--- src/rtl/pc_pkg.sv ---
// Shared constants and types for the PC source selector and PC register.
package pc_pkg;

  localparam int PCS_INC    = 0;
  localparam int PCS_BRANCH = 1;
  localparam int PCS_JUMP   = 2;
  localparam int PCS_JR     = 3;
  localparam int PCS_EPC    = 4;

  typedef logic [31:0] word_t;

  localparam word_t PC_RESET_VEC = 32'h0000_0000;
  localparam word_t PC_EXC_VEC   = 32'h0000_00FF;

endpackage

--- src/rtl/pc_src_sel.sv ---
// Combinational PC source multiplexer; flags select codes with no source behind them.
module pc_src_sel #(
  parameter int WIDTH   = 32,
  parameter int NUM_SRC = 5,
  parameter int SEL_W   = 3
) (
  input  logic [SEL_W-1:0]         sel,
  input  logic [NUM_SRC*WIDTH-1:0] src,
  output logic [WIDTH-1:0]         raw,
  output logic                     bad_sel
);

  always_comb begin
    raw     = '0;
    bad_sel = 1'b1;
    for (int k = 0; k < NUM_SRC; k++) begin
      if (sel == SEL_W'(k)) begin
        raw     = src[k*WIDTH +: WIDTH];
        bad_sel = 1'b0;
      end
    end
  end

endmodule

--- src/rtl/pc_source_reg.sv ---
// PC register with source select, branch-conditional load, previous-PC capture
// and redirect to an exception vector on illegal select or misaligned target.
module pc_source_reg
  import pc_pkg::*;
#(
  parameter int               WIDTH       = 32,
  parameter int               NUM_SRC     = 5,
  parameter int               SEL_W       = 3,
  parameter logic [WIDTH-1:0] RESET_VEC   = WIDTH'(PC_RESET_VEC),
  parameter logic [WIDTH-1:0] EXC_VEC     = WIDTH'(PC_EXC_VEC),
  parameter bit               ALIGN_CHECK = 1'b1
) (
  input  logic                     clk,
  input  logic                     reset_n,
  input  logic [SEL_W-1:0]         sel,
  input  logic [NUM_SRC*WIDTH-1:0] src,
  input  logic                     pc_write,
  input  logic                     pc_write_cond,
  input  logic                     cond,
  input  logic                     err_clr,
  output logic [WIDTH-1:0]         next_pc,
  output logic [WIDTH-1:0]         pc_q,
  output logic [WIDTH-1:0]         pc_prev,
  output logic                     update,
  output logic                     sel_err,
  output logic                     align_err
);

  logic [WIDTH-1:0] raw;
  logic             bad_sel;
  logic             bad_align;
  logic             load;

  pc_src_sel #(
    .WIDTH  (WIDTH),
    .NUM_SRC(NUM_SRC),
    .SEL_W  (SEL_W)
  ) u_sel (
    .sel    (sel),
    .src    (src),
    .raw    (raw),
    .bad_sel(bad_sel)
  );

  // Alignment is only meaningful for a real source, so the two faults never coexist.
  assign bad_align = ALIGN_CHECK && !bad_sel && (raw[1:0] != 2'b00);
  assign next_pc   = (bad_sel || bad_align) ? EXC_VEC : raw;
  assign load      = pc_write | (pc_write_cond & cond);

  always_ff @(posedge clk or negedge reset_n) begin
    if (!reset_n) begin
      pc_q      <= RESET_VEC;
      pc_prev   <= RESET_VEC;
      update    <= 1'b0;
      sel_err   <= 1'b0;
      align_err <= 1'b0;
    end else begin
      update <= load;
      if (load) begin
        pc_q    <= next_pc;
        pc_prev <= pc_q;
      end
      // A fault reported on this load outranks a simultaneous clear.
      sel_err   <= (load & bad_sel)   | (sel_err   & ~err_clr);
      align_err <= (load & bad_align) | (align_err & ~err_clr);
    end
  end

endmodule

--- config.mk ---
export PLATFORM = sky130hd
export DESIGN_NAME = pc_source_reg
export DESIGN_NICKNAME = d
export VERILOG_FILES = /design/src/rtl/pc_pkg.sv /design/src/rtl/pc_src_sel.sv /design/src/rtl/pc_source_reg.sv
export SDC_FILE = /design/constraint.sdc
export NUM_CORES = 1
export LEC_CHECK = 0
export ABC_AREA = 1
export ABC_CLOCK_PERIOD_IN_PS = 1900
export BUFFER_PORTS_ARGS = -buffer_cell sky130_fd_sc_hd__buf_2
export CAP_MARGIN = 30
export CELL_PAD_IN_SITES_DETAIL_PLACEMENT = 0
export CELL_PAD_IN_SITES_GLOBAL_PLACEMENT = 1
export CORE_MARGIN = 5
export CORE_UTILIZATION = 30
export CTS_BUF_LIST = sky130_fd_sc_hd__clkbuf_4
export CTS_CLUSTER_SIZE = 10
export DETAILED_ROUTE_END_ITERATION = 8
export HOLD_SLACK_MARGIN = 0.05
export PLACE_DENSITY_LB_ADDON = 0.1
export RECOVER_POWER = 100
export SYNTH_ARGS = -nofsm -noshare
export SYNTH_HDL_FRONTEND = slang
export SYNTH_SLANG_ARGS = --single-unit
--- constraint.sdc ---
create_clock -name clk -period 1.9 [get_ports clk]
set_input_delay 0.095 -clock clk [delete_from_list [all_inputs] [get_ports clk]]
set_output_delay 0.095 -clock clk [all_outputs]
set_load 0.02 [all_outputs]
# ---- After elaboration in Yosys (flattened, before gate mapping)
# Cells that the tools add are included.
# W data, S select, Z words.
dict set report totals {
  reg_bits 67
  output_inout_bits 99
  wordCells 34
}
dict set report classes {
  n_eq_ne 4
  mux 11
  bitwise_logic 9
  n_reduce_logical 5
}
# op n
set op_table {}
lappend op_table {{$mux W32} 6}
lappend op_table {{$eq A3 B2 Y1 const B} 2}
lappend op_table {{$and A1 B1 Y1} 5}
lappend op_table {{$mux W1} 5}
lappend op_table {{$eq A3 B1 Y1 const B} 1}
lappend op_table {{$eq A3 B3 Y1 const B} 1}
lappend op_table {{$logic_not A3 Y1} 1}
lappend op_table {{$or A1 B1 Y1} 3}
lappend op_table {{$reduce_bool A2 Y1} 1}
lappend op_table {{$logic_and A1 B1 Y1} 1}
lappend op_table {{$logic_not A1 Y1} 1}
lappend op_table {{$logic_or A1 B1 Y1} 1}
lappend op_table {{$not A1 Y1} 1}

# ---- Depth between registers and ports, before layout
dict set report logic_depth {
  depth_word 10
  depth_mapped 12
  depth_no_buf 10
}

# ---- By module
# A second synthesis with hierarchy kept.
dict set report hier_totals {
  cells_unflattened 642
  hier_area_um2 4201.5
}
# mod n_inst cells_each area_per_inst_um2 seq_area_each_um2
set by_module_without_submodules {}
lappend by_module_without_submodules {pc_source_reg 1 320 2775.2 1676.6}
lappend by_module_without_submodules {pc_src_sel 1 322 1426.4 0.0}

# ---- Worst setup path after synthesis
# OpenSTA, ideal clock, no wires.
dict set report synth_path {
  path_type {input port to flip-flop}
  start {input port sel[0]}
  end {register pc_q[18]}
  setup_ns 0.066
  arrival_time_ns 1.451
  path_slack_ns 0.383
  path_stages 11
  path_cell_list {buf_2 > inv_2 > nand3_2 > nand2_1 > nor2_1 > nand2_2 > nand3_2 > buf_4 > nor2_1 > nand2_1 > nand2_1}
}
dict set report synth_via {
  elab_chain_len 10
  elab_cells_between_ends 20
  cone_classes {eq/ne: 4; mux: 11; reduce/logical: 5}
}
# item line
set synth_rtl {}
lappend synth_rtl {{start: declaration} pc_source_reg.sv:15} ;# input logic [SEL_W-1:0] sel,
lappend synth_rtl {{$logic_not A3 Y1} pc_src_sel.sv:17} ;# if (sel == SEL_W'(k)) begin
lappend synth_rtl {{$mux W32 or $mux W1 (tied branches) (5 in series)} pc_src_sel.sv:17}
lappend synth_rtl {{$reduce_bool A2 Y1 or $logic_not A1 Y1 (tied branches)} pc_source_reg.sv:46} ;# assign bad_align = ALIGN_CHECK && !bad_sel && (raw[1:0] != 2'b00);
lappend synth_rtl {{$logic_and A1 B1 Y1} pc_source_reg.sv:46}
lappend synth_rtl {{$logic_or A1 B1 Y1} pc_source_reg.sv:47} ;# assign next_pc = (bad_sel || bad_align) ? EXC_VEC : raw;
lappend synth_rtl {{$mux W32 (*)} pc_source_reg.sv:47}
lappend synth_rtl {{named net next_pc[18]} pc_source_reg.sv:21} ;# output logic [WIDTH-1:0] next_pc,
lappend synth_rtl {{end signal: assignment} pc_source_reg.sv:60} ;# pc_q <= next_pc;
lappend synth_rtl {{end: declaration} pc_source_reg.sv:22} ;# output logic [WIDTH-1:0] pc_q,
# Mark *: on every way through the listed nets, which the timed path passes. The rest lies on a longest branch.
# A chain may end at the register's enable or synchronous reset.

# ---- Worst setup path in the final report
dict set report layout_path {
  start {input port sel[0]}
  end {output port next_pc[3]}
}
dict set report layout_via {
  elab_chain_len 10
  elab_cells_between_ends 20
  cone_classes {eq/ne: 4; mux: 11; reduce/logical: 5}
}
# item line
set layout_rtl {}
lappend layout_rtl {{$logic_not A3 Y1} pc_src_sel.sv:17}
lappend layout_rtl {{$mux W32 or $mux W1 (tied branches) (5 in series)} pc_src_sel.sv:17}
lappend layout_rtl {{$reduce_bool A2 Y1 or $logic_not A1 Y1 (tied branches)} pc_source_reg.sv:46}
lappend layout_rtl {{$logic_and A1 B1 Y1} pc_source_reg.sv:46}
lappend layout_rtl {{$logic_or A1 B1 Y1} pc_source_reg.sv:47}
lappend layout_rtl {{$mux W32 (*)} pc_source_reg.sv:47}
lappend layout_rtl {{end: declaration} pc_source_reg.sv:21}
# Mark *: on every way between the ends. The rest lies on a longest branch, timed or not.

==> impl_metrics.py <==
metrics = {
    "timing": {
        "timing.final.max_slew_violations": 0,
        "timing.setup.tns_ns": 0,
        "grt_setup_unrepaired": "no",
        "final_period_utilization": 0.914,
        "worst_slew_pin_slew_ns": 1.37,
        "timing.final.setup_violations": 0,
        "finalHoldViolations": 0,
        "slew_headroom": 0.0870,
        "setup_slack_after_layout_ns": 0.164,
        "worst_clock_skew_ns": 0.00896,
        "max_clock_freq_ghz": 0.576,
        "min_clock_period_post_route_ns": 1.74,
        "finalHoldWorstSlack_ns": 0.0751,
    },
    "cts": {
        "postCtsSetupBuffers": 0,
        "clk_pin_slew_ns": 0.10,
        "cts_made_buffers": 9,
        "clkLatencyLatePin_ns": 0.41,
        "clock_tree.root_cell": "sky130_fd_sc_hd__clkbuf_4",
        "numClockSinks": 67,
        "h-tree-depth": 3,
        "cts-resized-gates": 0,
        "cts.path.max_buffers": 2,
        "cts_tree": "done",
        "cts_hold_repair.buffers": 3,
    },
    "grt": {
        "grt_first_pass_wirelength_um": 26200,
        "globalRoute.totalOverflow": 0,
        "antenna_found_initial": 2,
        "grt_start_max_net_pins": 70,
        "first_global_vias": 4938,
        "grt.total_usage": 0.203,
    },
    "drt": {
        "drc": 0,
        "number_of_vias_in_the_routed_layout": 4801,
        "vias_per_cell": 4.57,
        "totalWireLength_um": 16700,
        "final_antenna_net_count": 0,
        "drt_first_iter_violations": 335,
        "wire_per_inst_um": 15.9,
        "detailedRoute.firstPassIterationCount": 5,
    },
    "synthesis": {
        "synthDominantAreaCellType": "sky130_fd_sc_hd__dfrtp_1",
        "yosys.cell_types.count": 24,
        "ys_top_cells_by_count": "sky130_fd_sc_hd__nand2_1 (290), sky130_fd_sc_hd__nand3_1 (68), sky130_fd_sc_hd__dfrtp_1 (67)",
        "synth_largest_type_area_fraction": 0.412,
        "synth_top_cells_by_area": "sky130_fd_sc_hd__dfrtp_1 (41%), sky130_fd_sc_hd__nand2_1 (27%), sky130_fd_sc_hd__nand3_1 (8.4%)",
        "synth_enable_flop_cells": 0,
        "mappedNetlistArea_um2": 4070,
        "postSynth.topFlopCell": "sky130_fd_sc_hd__dfrtp_1",
        "synth_cells": 610,
        "synth.avg_cell_area_um2": 6.66,
        "ys_seq_elements": 67,
        "postSynth.asyncResetShare": 1.00,
        "synthesis.nets": 779,
        "synth_warnings": 0,
        "ys_seq_area_frac": 0.412,
        "yosys.cell_count.top_type": "sky130_fd_sc_hd__nand2_1",
    },
    "die": {
        "core_area_um2": 13200,
        "i_o_pin_total": 268,
        "die_w_um": 126,
        "die_footprint_um2": 16000,
        "rows": 42,
        "dieHeight_um": 126,
        "start_util": 0.307,
    },
    "critical_path": {
        "worstPathMaxFanout": 32,
        "worst_r2r_path_depth": 2,
        "timing_worst_setup_path_type": "in -> out",
        "worst-endpoint-arrival_ns": 1.64,
        "r2r_slack_ns": 1.16,
        "critical_path.startpoint": "sel[0]",
        "critical_path.reg2reg.startpoint": "pc_q[8]",
        "worstPathRequired_ns": 1.80,
        "worstSetupStartpointType": "input port",
        "critPathCaptureType": "output pin",
    },
    "placed_design": {
        "detailed_place.area_um2": 5640,
        "pre_cts_ws_ns": 0.223,
        "placement.io_buffers": 267,
        "dp_hpwl_um": 13500,
        "gpl.final_weighted_congestion": 0.884,
    },
    "power": {
        "p_leak_uw": 0.00306,
        "power_density_nw_per_um2": 659,
        "worst_ir_drop_vdd_mv": 0.237,
    },
    "final_layout": {
        "final_nets": 1037,
        "drive_above_1_share": 0.297,
        "syn2layout_area_growth_pct": 39.6,
        "finish.instance_area_um2": 5680,
    },
    "hold_path": {
        "min-delay-path-class": "in -> reg",
        "cells_on_worst_hold_path": 5,
        "min-delay-start": "src[71]",
    },
    "run": {
        "cap_violations": 0,
    },
    "run_status": {
        "outcome": "finished clean",
    },
}
==> area by class of cell <==
type                            count  area [µm²]
Inverter                           43         161
Multi-Input combinational cell    464        2080
Clock inverter                      6        56.3
Sequential cell                    67        1680
Timing Repair Buffer              283        1400
Fill cell                        1495        7570
Tap cell                          176         220
Clock buffer                       10        75.1
Antenna cell                        1        2.50
==> logic make-up after synthesis <==
family,synth area share
compound gates,0.0142
buf+inv,0.0782
flops,0.412
simple gates,0.495
==> state kept, by name, summed over array words and instances (netlist names) <==
signal	cells
pc_prev	32
pc_q	32
align_err	1
sel_err	1
update	1
==> worst paths after layout <==
path                               end
max in group asynchronous     pc_q[12]
setup reg to reg               pc_q[8]
hold / removal                 pc_q[7]
setup / recovery            next_pc[3]
hold reg to reg             pc_prev[8]
min in group asynchronous  pc_prev[30]
==> critical path, stage by stage <==
cell,delay [ns]
sky130_fd_sc_hd__buf_2,0.13
sky130_fd_sc_hd__inv_2,0.10
sky130_fd_sc_hd__nand3_2,0.15
sky130_fd_sc_hd__inv_2,0.27
sky130_fd_sc_hd__o21ai_2,0.16
sky130_fd_sc_hd__nand3_2,0.11
sky130_fd_sc_hd__buf_6,0.30
sky130_fd_sc_hd__or2_1,0.15
sky130_fd_sc_hd__clkbuf_2,0.16
==> where the power goes <==
group | switching, µW | internal (µW)
clock network | 490 | 405
registers | 111 | 1570
logic | 780 | 387
==> stage by stage <==
stage	utilization	instances	total power, µW
2_1_floorplan	-	610	2340
3_3_place_gp	0.424	1029	2920
3_5_place_dp	0.426	1030	2930
4_1_cts	0.438	1049	3840
5_1_grt	0.429	1050	3980
6_report	0.429	1050	3740
==> layer usage <==
layer,global-route usage,vias to the layer above,routed length [µm]
li1,-,2431,-
met1,0.274,2139,7390
met2,0.323,205,7670
met3,0.0492,24,1260
met4,0.0644,2,318
met5,0,-,13
==> layout by cell type, fill, tap and decap left out, types with 2 or more instances in the layout <==
cell and count:
sky130_fd_sc_hd__clkinv_1 2, sky130_fd_sc_hd__o21bai_1 3, sky130_fd_sc_hd__clkbuf_1 70, sky130_fd_sc_hd__dfrtp_1 67, sky130_fd_sc_hd__dlygate4sd3_1 3, sky130_fd_sc_hd__nand2_1 290
sky130_fd_sc_hd__clkinv_2 3, sky130_fd_sc_hd__nor2_4 2, sky130_fd_sc_hd__nor3_1 3, sky130_fd_sc_hd__and2_1 7, sky130_fd_sc_hd__and2_0 16, sky130_fd_sc_hd__nand3_1 68
sky130_fd_sc_hd__inv_2 6, sky130_fd_sc_hd__nor2_2 22, sky130_fd_sc_hd__o22ai_1 2, sky130_fd_sc_hd__nand4_1 30, sky130_fd_sc_hd__nand3_2 2, sky130_fd_sc_hd__buf_12 2
sky130_fd_sc_hd__clkbuf_4 11, sky130_fd_sc_hd__or2_1 3, sky130_fd_sc_hd__inv_1 36, sky130_fd_sc_hd__buf_2 174, sky130_fd_sc_hd__nor2_1 12, sky130_fd_sc_hd__buf_4 7
sky130_fd_sc_hd__clkbuf_2 25
Note: power is estimated with default switching activity, not from simulation.
